==> src/rtl/operand_entry.sv <==
// rtl/operand_entry.sv - two-press operand capture with synchronised, debounced key and valid/ready output
// A first accepted press latches A; a second latches B and op, then the operand set is presented until accepted.

module operand_entry #(
   parameter int N               = 4,
   parameter int DEBOUNCE_CYCLES = 4
) (
   input  logic         CLOCK_50,
   input  logic         resetn,
   input  logic [N-1:0] sw_data,
   input  logic         sw_op,
   input  logic         key_n,
   input  logic         out_ready,
   output logic [N-1:0] a_out,
   output logic [N-1:0] b_out,
   output logic         op_out,
   output logic         out_valid,
   output logic [1:0]   state_out
);

   localparam int            CW       = $clog2(DEBOUNCE_CYCLES);
   localparam logic [CW-1:0] CNT_LAST = CW'(DEBOUNCE_CYCLES - 1);

   typedef enum logic [1:0] {
      GET_A   = 2'b00,
      GET_B   = 2'b01,
      PRESENT = 2'b10,
      BAD     = 2'b11
   } state_t;

   logic          s1_q, s2_q;
   logic          db_level_q, db_level_d;
   logic [CW-1:0] cnt_q, cnt_d;
   logic          press;

   state_t        state_q, state_d;
   logic [N-1:0]  a_q, a_d, b_q, b_d;
   logic          op_q, op_d, valid_q, valid_d;

   always_ff @(posedge CLOCK_50) begin
      if (!resetn) begin
         s1_q       <= 1'b1;
         s2_q       <= 1'b1;
         db_level_q <= 1'b1;
         cnt_q      <= '0;
      end else begin
         s1_q       <= key_n;
         s2_q       <= s1_q;
         db_level_q <= db_level_d;
         cnt_q      <= cnt_d;
      end
   end

   // Any sample matching the accepted level restarts the stability count.
   always_comb begin
      cnt_d      = cnt_q;
      db_level_d = db_level_q;
      press      = 1'b0;
      if (s2_q == db_level_q) begin
         cnt_d = '0;
      end else if (cnt_q == CNT_LAST) begin
         db_level_d = s2_q;
         cnt_d      = '0;
         press      = ~s2_q;
      end else begin
         cnt_d = cnt_q + 1'b1;
      end
   end

   always_ff @(posedge CLOCK_50) begin
      if (!resetn) begin
         state_q <= GET_A;
         a_q     <= '0;
         b_q     <= '0;
         op_q    <= 1'b0;
         valid_q <= 1'b0;
      end else begin
         state_q <= state_d;
         a_q     <= a_d;
         b_q     <= b_d;
         op_q    <= op_d;
         valid_q <= valid_d;
      end
   end

   // Presses seen while presenting are dropped, including one coinciding with the transfer.
   always_comb begin
      state_d = state_q;
      a_d     = a_q;
      b_d     = b_q;
      op_d    = op_q;
      valid_d = valid_q;
      case (state_q)
         GET_A: begin
            if (press) begin
               a_d     = sw_data;
               state_d = GET_B;
            end
         end
         GET_B: begin
            if (press) begin
               b_d     = sw_data;
               op_d    = sw_op;
               valid_d = 1'b1;
               state_d = PRESENT;
            end
         end
         PRESENT: begin
            if (out_ready) begin
               valid_d = 1'b0;
               state_d = GET_A;
            end
         end
         default: begin
            valid_d = 1'b0;
            state_d = GET_A;
         end
      endcase
   end

   assign a_out     = a_q;
   assign b_out     = b_q;
   assign op_out    = op_q;
   assign out_valid = valid_q;
   assign state_out = state_q;

endmodule

==> config.mk <==
export PLATFORM = sky130hd
export DESIGN_NAME = operand_entry
export DESIGN_NICKNAME = d
export VERILOG_FILES = /design/src/rtl/operand_entry.sv
export SDC_FILE = /design/constraint.sdc
export NUM_CORES = 1
export LEC_CHECK = 0
export ABC_AREA = 1
export CORE_MARGIN = 5
export CORE_UTILIZATION = 47
export DETAILED_ROUTE_END_ITERATION = 8
export GPL_TIMING_DRIVEN = 0
export PLACE_DENSITY = 0.8
export REMOVE_ABC_BUFFERS = 1
export SLEW_MARGIN = 30
export SYNTH_ARGS = -nofsm -noshare
export SYNTH_HDL_FRONTEND = slang
export SYNTH_SLANG_ARGS = --single-unit
==> constraint.sdc <==
create_clock -name CLOCK_50 -period 2.34 [get_ports CLOCK_50]
set_input_delay 0.702 -clock CLOCK_50 [delete_from_list [all_inputs] [get_ports CLOCK_50]]
set_output_delay 0.702 -clock CLOCK_50 [all_outputs]
set_load 0.005 [all_outputs]
==> run_results.csv, run 1 <==
group,metric,value,unit
sta,rsz0062_at_grt,"false",
routing,routedWlPerCell,11.0,µm
sta,tns,0,ns
routing,dr_total_vias,583,
min_path,worst_hold_startpoint,"s1_q$_SDFF_PN1_",
floorplanning,io_pins,21,
sta,relSlewSlack,72.6,%
cts,cts_tree,"built",
global_routing,grt_pass1_wl,2480,µm
cells_and_area,fin_util,68.7,%
cts,cts_hold_buf,0,
synthesis,synthesis.instances,92,
floorplanning,die_x,48.5,µm
global_routing,grt_pass1_vias,569,
routing,routed_wl,1430,µm
synthesis,yosysWarnings,0,
min_path,hold_class,"reg2reg",
place,place_inst,125,
cells_and_area,final_cell_mix,"24 x nand2_1, 22 x nor2_1, 20 x clkdlybuf4s50_1, 17 x dfxtp_1, 11 x inv_1",
synthesis,ys_ff_latch,17,
routing,drt-initial-drc-count,4,
sta,drv_slew,0,
synthesis,muxShareOfSynthArea,0,%
cts,cts_max_level,1,
cts,cts_setup_buffers,0,
power,ir_drop,0.000461,V
cts,cts_buffer_depth,2,
synthesis,synth_fa_ha_area_share,1.80,%
place,dp_slack,0.304,ns
synthesis,yosys-top-cells-area,"dfxtp_1 49%, nand2_1 13%, nor2_1 12%",
critical_path,cp_max_fo,5,
critical_path,cp.arrival,1.24,ns
critical_path,worstSetupPathType,"reg2out",
synthesis,synth_xor_xnor_area_share,0,%
place,place_area,901,µm²
place,port_buffers,20,
floorplanning,dieArea,0.00235,mm²
synthesis,synth_top_area_share,48.8,%
cts,root_buffer,"clkbuf_4",
cts,cts_buffers,3,
routing,drtAntennaViolNets,0,
place,place_congestion,0.696,
critical_path,startpoint_type,"flip-flop",
sta,hold_viol,0,
critical_path,path_delay_family,"buffers and inverters",
floorplanning,num_rows,13,
synthesis,synth_area_leader_cell,"dfxtp_1",
critical_path,crit_chain,"clkdlybuf4s50_1",
synthesis,yosysSeqAreaShare,48.8,%
critical_path,r2r-end,"op_out$_SDFFE_PN0P_",
power,leakage,0.000390,µW
sta,fin_skew,0.00313,ns
cells_and_area,n_antenna_cell,0,
critical_path,path_buf_inv,1,
cells_and_area,fin_nets,125,
sta,tightest_slew,0.410,ns
power,power_density,516,mW/mm²
cells_and_area,areaGrowthSynthToFinish,33.0,%
critical_path,rrSetupSlack,1.01,ns
routing,vias_per_cell,4.52,
synthesis,syn_avg_cell_area,7.58,µm²
global_routing,grt_use_total,13.4,%
sta,max_freq,0.516,GHz
outcome,status,"finished, final reports clean",
critical_path,rr_startpoint,"cnt_q[0]$_SDFF_PP0_",
global_routing,grt_max_degree,13,
global_routing,grt_overflow,0,
synthesis,synth-compound-area-share,5.03,%
synthesis,synth_area,697,µm²
cts,clock_latency,0.29,ns
critical_path,worstSetupEndpointType,"primary output",
cts,cts_resized,0,
floorplanning,die_height,48.5,µm
synthesis,synthSimpleGateAreaFrac,35.4,%
critical_path,critical_path.max_stage_delay,0.53,ns
synthesis,synth_top_family_by_area,"simple AND/OR/NAND/NOR gates",
routing,drc_errors,0,
cells_and_area,final_cell_area,927,µm²
critical_path,cp_slowest_cell,"clkdlybuf4s50_1",
cts,clk_pin_slew,0.10,ns
min_path,whs_endpoint,"s2_q$_SDFF_PN1_",
sta,finalCriticalPeriod,1.94,ns
cells_and_area,n_fill_cell,130,
routing,first_pass_iters,4,
cells_and_area,final_layout_size_suffix_gt1_share,9.65,%
critical_path,required,1.64,ns
global_routing,antenna_found_initial,0,
place,dp_hpwl,1040,µm
cells_and_area,final_cells,129,
critical_path,r2r_cells,6,
job,cap_violations,0,
sta,setup_viol,0,
sta,finalCritPeriodShare,82.9,%
cells_and_area,mostFrequentLayoutCell,"nand2_1",
floorplanning,initial_utilization,51.6,%
min_path,holdPathStages,1,
sta,fin_ws,0.401,ns
cts,clock_sinks,17,
floorplanning,core,0.00135,mm²
synthesis,synth.distinct_cells,17,
[cell usage after synthesis (all sizes together)]
library cell  number
a21oi              3
buf                1
clkbuf             1
dfxtp             17
ha                 1
inv               12
nand2             24
nand3              4
nand4              1
nor2              24
o211ai             1
o21ai              1
or2                2
[logic make-up after synthesis]
logic type,after synthesis
buffers and inverters,14
AOI/OAI and AO/OA,5
DFF,17
and+or+nand+nor,55
adders and majority gates,1
[layer usage]
layer  share of wire, %  track usage (%)  vias to the layer above
li1                   -                -                      323
met1                 44             15.0                      243
met2                 49             22.2                       13
met3                5.1             4.59                        4
met4                1.5             6.73                        0
met5                  0                0                        -
[final cells by class]
| class | count | area [µm²] | share of cell area [%] |
|---|---|---|---|
| flip-flops and latches | 17 | 340 | 36.7 |
| multi-input cells | 61 | 294 | 31.7 |
| repair buffers | 20 | 200 | 21.6 |
| inverters | 12 | 47.5 | 5.13 |
| clock buffers | 4 | 26.3 | 2.83 |
| well taps | 15 | 18.8 | 2.02 |
[how the worst max path moves through the flow]
stage	start	endpoint	slack (ns)	cells past startpoint
2_1_floorplan	cnt_q[0]$_SDFF_PP0_	b_out[0]$_SDFFE_PN0P_	1.18	6
3_3_place_gp	resetn	s2_q$_SDFF_PN1_	0.30	3
3_5_place_dp	resetn	s1_q$_SDFF_PN1_	0.30	3
4_1_cts	state_out[0]$_SDFFE_PN0P_	state_out[0]	0.40	1
5_1_grt	state_out[0]$_SDFFE_PN0P_	state_out[0]	0.34	1
6_report	state_out[0]$_SDFFE_PN0P_	state_out[0]	0.40	1
[report_power, final]
part	internal [µW]	switching (µW)	leakage [µW]
logic	16.3	12.5	0.000238
clock network	66.4	91.1	0.0000150
registers	291	0.928	0.000137
total	374	105	0.000390
[metrics by stage]
step                      total power, µW  hold slack [ns]
after CTS                             482            0.421
after global routing                  502            0.437
after global placement                327            0.396
after floorplan                       310            0.393
final                                 478            0.421
after detailed placement              327            0.398
[state kept, by name, indices dropped and copies added (netlist names)]
| signal | count |
|---|---|
| db_level_q | 1 |
| out_valid | 1 |
| state_out | 2 |
| a_out | 4 |
| s2_q | 1 |
| cnt_q | 2 |
| op_out | 1 |
| b_out | 4 |
| s1_q | 1 |
(Power assumes the default switching activity.)
==> inputs of run 2 (changes only) <==
- CORE_UTILIZATION: 47 -> 40
- PLACE_DENSITY: 0.8 -> 0.72
- clock period: 2.34 -> 1.6 ns (I/O delays scaled with it)
==> run_results.csv, run 2 (same netlist as run 1, synthesis figures left out) <==
group,metric,value,unit
power,ir_drop,0.000453,V
cts,cts_hold_buf,0,
cells_and_area,fin_util,57.2,%
routing,dr_total_vias,617,
global_routing,grt_pass1_wl,2260,µm
critical_path,r2r_cells,6,
floorplanning,die_height,51.7,µm
place,port_buffers,20,
global_routing,grt_pass1_vias,573,
outcome,status,"finished, final reports clean",
min_path,holdPathStages,1,
cts,clk_pin_slew,0.10,ns
critical_path,cp.arrival,1.70,ns
job,cap_violations,0,
cts,root_buffer,"clkbuf_4",
sta,finalCritPeriodShare,95.2,%
sta,finalCriticalPeriod,1.52,ns
cts,cts_buffer_depth,2,
min_path,whs_endpoint,"cnt_q[0]$_SDFF_PP0_",
critical_path,r2r-end,"b_out[1]$_SDFFE_PN0P_",
cts,cts_max_level,1,
cts,cts_tree,"built",
sta,drv_slew,0,
routing,drt-initial-drc-count,9,
sta,fin_skew,0.00357,ns
sta,setup_viol,0,
cells_and_area,final_layout_size_suffix_gt1_share,18.1,%
critical_path,required,1.77,ns
cts,clock_latency,0.28,ns
sta,max_freq,0.657,GHz
critical_path,worstSetupPathType,"in2reg",
critical_path,rrSetupSlack,0.28,ns
min_path,hold_class,"reg2reg",
power,power_density,709,mW/mm²
cells_and_area,areaGrowthSynthToFinish,38.6,%
sta,tightest_slew,0.413,ns
routing,drc_errors,0,
place,dp_hpwl,1040,µm
place,place_congestion,0.711,
floorplanning,initial_utilization,41.3,%
cells_and_area,seq_area,349,µm²
cells_and_area,n_fill_cell,168,
sta,fin_ws,0.0774,ns
critical_path,rr_startpoint,"cnt_q[0]$_SDFF_PP0_",
min_path,worst_hold_startpoint,"cnt_q[0]$_SDFF_PP0_",
routing,first_pass_iters,4,
floorplanning,die_x,51.7,µm
cells_and_area,final_cell_mix,"24 x nand2_1, 22 x nor2_1, 11 x inv_1, 10 x dfxtp_1, 8 x clkdlybuf4s50_1",
floorplanning,io_pins,21,
cells_and_area,mostFrequentLayoutCell,"nand2_1",
floorplanning,core,0.00169,mm²
cells_and_area,fin_nets,127,
place,dp_slack,-0.236,ns
floorplanning,num_rows,15,
cts,clock_sinks,17,
critical_path,startpoint_type,"input port",
critical_path,cp_max_fo,12,
cells_and_area,multi_input_area,294,µm²
routing,vias_per_cell,4.64,
global_routing,grt_overflow,0,
global_routing,grt_use_total,10.9,%
cts,cts_buffers,3,
routing,routedWlPerCell,9.62,µm
sta,hold_viol,0,
routing,drtAntennaViolNets,0,
critical_path,worstSetupEndpointType,"flip-flop",
global_routing,grt_max_degree,13,
routing,routed_wl,1280,µm
power,leakage,0.000563,µW
cells_and_area,n_antenna_cell,0,
floorplanning,dieArea,0.00268,mm²
global_routing,antenna_found_initial,0,
sta,relSlewSlack,72.4,%
run 2: timing repair:
action	CTS	global route
setup endpoints to repair	11	7
buffers inserted	1	1
gates resized for setup	11	8
run 2: metrics by stage:
step | total power, µW | setup TNS, ns | hold WS (ns) | cell area [µm²] | cells
floorplan | 453 | 0 | 0.393 | 682 | 90
global route | 721 | -0.00127 | 0.433 | 966 | 133
detailed placement | 479 | -0.853 | 0.411 | 903 | 127
CTS | 691 | 0 | 0.427 | 940 | 132
finish | 685 | 0 | 0.425 | 966 | 133
global placement | 479 | -0.763 | 0.399 | 903 | 127
run 2: worst max path at each step:
stage / start / end / slack [ns] / cells past startpoint
4_1_cts: a_out[3]$_SDFFE_PN0P_ / a_out[3] / 0.004 / 1
3_3_place_gp: resetn / s2_q$_SDFF_PN1_ / -0.22 / 3
5_1_grt: resetn / s1_q$_SDFF_PN1_ / -0.001 / 3
3_5_place_dp: resetn / s2_q$_SDFF_PN1_ / -0.24 / 3
6_report: resetn / s2_q$_SDFF_PN1_ / 0.08 / 3
2_1_floorplan: cnt_q[0]$_SDFF_PP0_ / b_out[0]$_SDFFE_PN0P_ / 0.44 / 6
run 2: cell type report:
cell class	instances	area share [%]
sequential	17	36.1
inverter	12	4.92
clock buffer	3	2.33
clock inverter	1	0.518
tap	17	2.20
multi-input combinational	61	30.4
timing repair buffer	22	23.4
run 2: worst max-delay path: stages:
cell	delay, ns
clkdlybuf4s50_1	0.72
inv_1	0.19
or2_2	0.30
run 2: report_power, final:
part	internal, µW	switching, µW
registers	426	1.45
clock network	92.5	123
logic	23.9	17.7
run 2: metal layers:
layer	global-route usage [%]	wire (µm)	up-vias	share of wire, %
met5	0	0	-	0
met4	3.93	10	0	0.78
met3	3.44	136	2	11
met2	18.4	582	22	46
met1	12.7	549	267	43
li1	-	-	326	-
==> inputs of run 3 (changes only) <==
--- a/config.mk
+++ b/config.mk
@@ -11,4 +11,5 @@
 export DETAILED_ROUTE_END_ITERATION = 8
 export GPL_TIMING_DRIVEN = 0
+export HOLD_SLACK_MARGIN = 0.15
 export PLACE_DENSITY = 0.72
 export REMOVE_ABC_BUFFERS = 1
==> constraint.sdc (replaced) <==
create_clock -name CLOCK_50 -period 1.6 [get_ports CLOCK_50]
set_input_delay 0.4 -clock CLOCK_50 [delete_from_list [all_inputs] [get_ports CLOCK_50]]
set_output_delay 0.4 -clock CLOCK_50 [all_outputs]
set_load 0.005 [all_outputs]
==> run_results.csv, run 3 (same netlist as run 1, synthesis figures left out) <==
group,metric,value,unit
outcome,status,"finished, final reports clean",
floorplanning,die_height,51.7,µm
routing,routedWlPerCell,9.50,µm
global_routing,grt_max_degree,13,
cells_and_area,final_cell_mix,"24 x nand2_1, 22 x nor2_1, 19 x clkdlybuf4s50_1, 16 x dfxtp_1, 11 x inv_1",
sta,fin_ws,0.0573,ns
cells_and_area,multi_input_area,294,µm²
sta,tightest_slew,0.410,ns
place,dp_hpwl,1040,µm
critical_path,cp_slowest_cell,"clkdlybuf4s50_1",
sta,finalCritPeriodShare,96.4,%
cells_and_area,mostFrequentLayoutCell,"nand2_1",
global_routing,antenna_found_initial,0,
cts,clk_pin_slew,0.10,ns
power,power_density,733,mW/mm²
routing,vias_per_cell,4.67,
floorplanning,io_pins,21,
min_path,hold_class,"reg2reg",
power,ir_drop,0.000479,V
job,cap_violations,0,
floorplanning,core,0.00169,mm²
critical_path,startpoint_type,"flip-flop",
sta,fin_hold_ws,0.425,ns
cells_and_area,fin_nets,125,
power,leakage,0.000412,µW
cells_and_area,fin_util,55.3,%
critical_path,critical_path.max_stage_delay,0.50,ns
critical_path,crit_chain,"clkdlybuf4s50_1",
cells_and_area,n_fill_cell,171,
sta,max_freq,0.648,GHz
cts,clock_latency,0.28,ns
critical_path,path_delay_family,"buffers and inverters",
routing,routed_wl,1240,µm
critical_path,cp_max_fo,5,
floorplanning,die_x,51.7,µm
sta,hold_viol,0,
cts,cts_buffer_depth,2,
routing,drtAntennaViolNets,0,
cts,cts_tree,"built",
cts,cts_buffers,3,
cts,cts_setup_buffers,0,
sta,setup_viol,0,
sta,relSlewSlack,72.6,%
global_routing,grt_use_total,10.6,%
cts,clock_sinks,17,
sta,tns,0,ns
place,place_congestion,0.711,
global_routing,grt_pass1_vias,556,
cells_and_area,seq_area,342,µm²
sta,drv_slew,0,
critical_path,worstSetupPathType,"reg2out",
sta,rsz0062_at_grt,"false",
cells_and_area,final_layout_size_suffix_gt1_share,11.4,%
critical_path,cp.arrival,1.14,ns
sta,fin_skew,0.00355,ns
critical_path,worstSetupEndpointType,"primary output",
cells_and_area,areaGrowthSynthToFinish,34.1,%
place,dp_slack,-0.156,ns
routing,drc_errors,0,
place,place_inst,127,
routing,first_pass_iters,7,
place,port_buffers,20,
routing,drt-initial-drc-count,7,
global_routing,grt_pass1_wl,2190,µm
cells_and_area,final_cells,131,
critical_path,path_buf_inv,1,
cts,root_buffer,"clkbuf_4",
floorplanning,num_rows,15,
cells_and_area,n_antenna_cell,0,
routing,dr_total_vias,612,
sta,finalCriticalPeriod,1.54,ns
cts,cts_max_level,1,
floorplanning,initial_utilization,41.3,%
critical_path,required,1.20,ns
floorplanning,dieArea,0.00268,mm²
global_routing,grt_overflow,0,
run 3: cell count changes in the layout (fill, tap and decap cells not counted):
cell / delta
buf_4: -2
dlygate4sd2_1: -5
clkdlybuf4s50_1: +11
dfxtp_1: +6
dfxtp_2: -6
dlymetal6s2s_1: -6
run 3: through the flow:
step,cell area (µm²),total power [µW]
after detailed placement,903,479
after global routing,935,721
final,935,685
after floorplan,682,453
after global placement,903,479
after CTS,932,691
run 3: power by group:
group          switching [µW]  internal, µW
combinational            17.8          23.9
sequential               1.44           426
clock                     123          92.5
run 3: path summary, 6_finish.rpt:
check	start	depth (start not counted)	slack (ns)	to
max	state_out[0]$_SDFFE_PN0P_	1	0.06	state_out[0]
min	cnt_q[0]$_SDFF_PP0_	1	0.43	cnt_q[0]$_SDFF_PP0_
max reg2reg	cnt_q[0]$_SDFF_PP0_	6	0.28	b_out[1]$_SDFFE_PN0P_
min reg2reg	cnt_q[0]$_SDFF_PP0_	1	0.43	cnt_q[0]$_SDFF_PP0_
run 3: cell type report:
cell class	instances	area share (%)
clock inverters	1	0.535
clock buffers	3	2.41
flip-flops and latches	17	36.5
multi-input cells	61	31.5
inverters	12	5.09
well taps	17	2.28
repair buffers	20	21.7
run 3: layer usage:
layer | track usage [%] | share of wire [%]
met4 | 3.93 | 0.80
met5 | 0 | 0
met1 | 12.4 | 41
met2 | 17.8 | 46
met3 | 3.44 | 11
run 3: what timing repair did:
action / 4_1_cts / 5_1_grt
resized for setup: 1 / 1
setup endpoints to repair: 1 / 1
gates cloned: 0 / 0
hold buffers: 0 / 0
pin swaps: 0 / 0
==> RTL change: new RTL, flow settings as in run 3 <==
`a_q` no longer has a reset.
--- a/src/rtl/operand_entry.sv
+++ b/src/rtl/operand_entry.sv
@@ -70,17 +70,19 @@
    always_ff @(posedge CLOCK_50) begin
       if (!resetn) begin
          state_q <= GET_A;
-         a_q     <= '0;
          b_q     <= '0;
          op_q    <= 1'b0;
          valid_q <= 1'b0;
       end else begin
          state_q <= state_d;
-         a_q     <= a_d;
          b_q     <= b_d;
          op_q    <= op_d;
          valid_q <= valid_d;
       end
+   end
+
+   always_ff @(posedge CLOCK_50) begin
+      a_q <= a_d;
    end
 
    // Presses seen while presenting are dropped, including one coinciding with the transfer.
Formal check against the unedited RTL: differs if resetn is asserted again (counterexample within 10 cycles, from zero or initial values and one cycle with resetn low); with resetn held inactive, the same outputs for 10 cycles.
==> RTL change against run 3 <==
Sequential share of layout area rose by 6.1 points. Setup slack got worse by 16 ps. Wire length fell by 0.72%. Utilization rose by 4.0 points. Register-to-register slack got worse by 110 ps. Synthesized area fell by 5.9%. Sequential cell count did not move. Cell area fell by 3.2%. Total power rose by 3.4%. Largest cell class unchanged. Largest power group unchanged.
==> RTL change: results (changes against run 3) <==
first-pass GRT wire length=2130 um (-2.5%); synth cell count leaders=15 x nand2_1, 14 x nor2_1, 13 x dfxtp_1; Worst-Margin Slew=462 ps (+51.4 ps); hold path start=s1_q; NonClk Buf Share=0.230 (+0.0127); EDFF count, synth=4 (+4); fillcell total=138 (-19%); clk cell area share=0.0304 (+0.000978); GR Layer Usage met1=0.128 (+0.00430); #MultiIn Comb=44 (-28%); Leakage=0.374 nW (-9.3%); Antenna diodes=0 (unchanged); fin nets=109 (-13%); Max rail drop VDD=0.356 mV (-26%); FF-to-FF End=b_out[2]; Final Cell Area=905 sq um (-3.2%); Starting DRT DRC Count=8 (+1); Netlist cell types=20 (+3); Final Skew=2.44 ps (-1.11 ps); First-pass DRT Iterations=4 (-3); routed vias/inst=4.82 (+3.1%); fin cells=114 (-13%); Worst EP arrival=1160 ps (+20 ps); met2 wire length=530 um (-8.0%); Hold EP=s2_q; global routing usage on met3=0.0385 (+0.00408); Compound-Gate Fraction of Synth Area=0.0534 (+0.00317); fraction of area in multi-input gates=0.239 (-0.0753); setup slack, reg-to-reg=170 ps (-110 ps); Final Util=0.594 (+0.0403); Post-Synth Adder-Cell Area=0.0191 (+0.00113); DP Area=860 sq um (-4.8%); Non-CTS buffers=21 (+5.0%); register area share after synthesis=0.580 (+0.0918); Final HPWL DP=961 um (-7.9%); share of cells above drive strength 1=0.163 (+0.0492); met3 wire len=139 um (-1.4%); WL per Instance=10.8 um (+14%); clock buffer depth=2 (unchanged); outcome=finished, final reports clean; origin of the worst setup path=state_out[1]; Seq/total area=0.426 (+0.0605); RePlAce Congestion=0.782 (+10%); Crit Path Max Fanout=4 (-1); largest net degree at the start of global routing=12 (-1); vias in the first global route=502 (-9.7%); M2 GR Usage=0.163 (-0.0147); cells after synthesis=75 (-18%)
-- RTL change: cell types whose count changed in the layout (fill, tap and decap cells not counted), sizes merged --
cell | before | now
nand2 | 24 | 15
nor2 | 24 | 15
edfxtp | 0 | 4
nor3 | 0 | 1
dfxtp | 17 | 13
clkdlybuf4s50 | 19 | 20
dlymetal6s2s | 1 | 0
buf | 0 | 1
-- RTL change: power by group --
group	switching [W]	internal [W]
clock	0.000136	0.0000931
combinational	0.0000149	0.0000228
sequential	0.00000141	0.000440
total	0.000152	0.000556
-- RTL change: repair_timing --
action | 4_1_cts | 5_1_grt
gates cloned | 0 | 0
setup endpoints to repair | 1 | 6
pin swaps | 0 | 0
buffers inserted | 0 | 1
resized for setup | 1 | 3
-- RTL change: metrics by stage --
step	setup slack (ps)	hold WS, ps
floorplan	254	393
global route	-5.18	442
CTS	10.1	427
global placement	-30.7	396
finish	41.2	422
detailed placement	-28.2	402
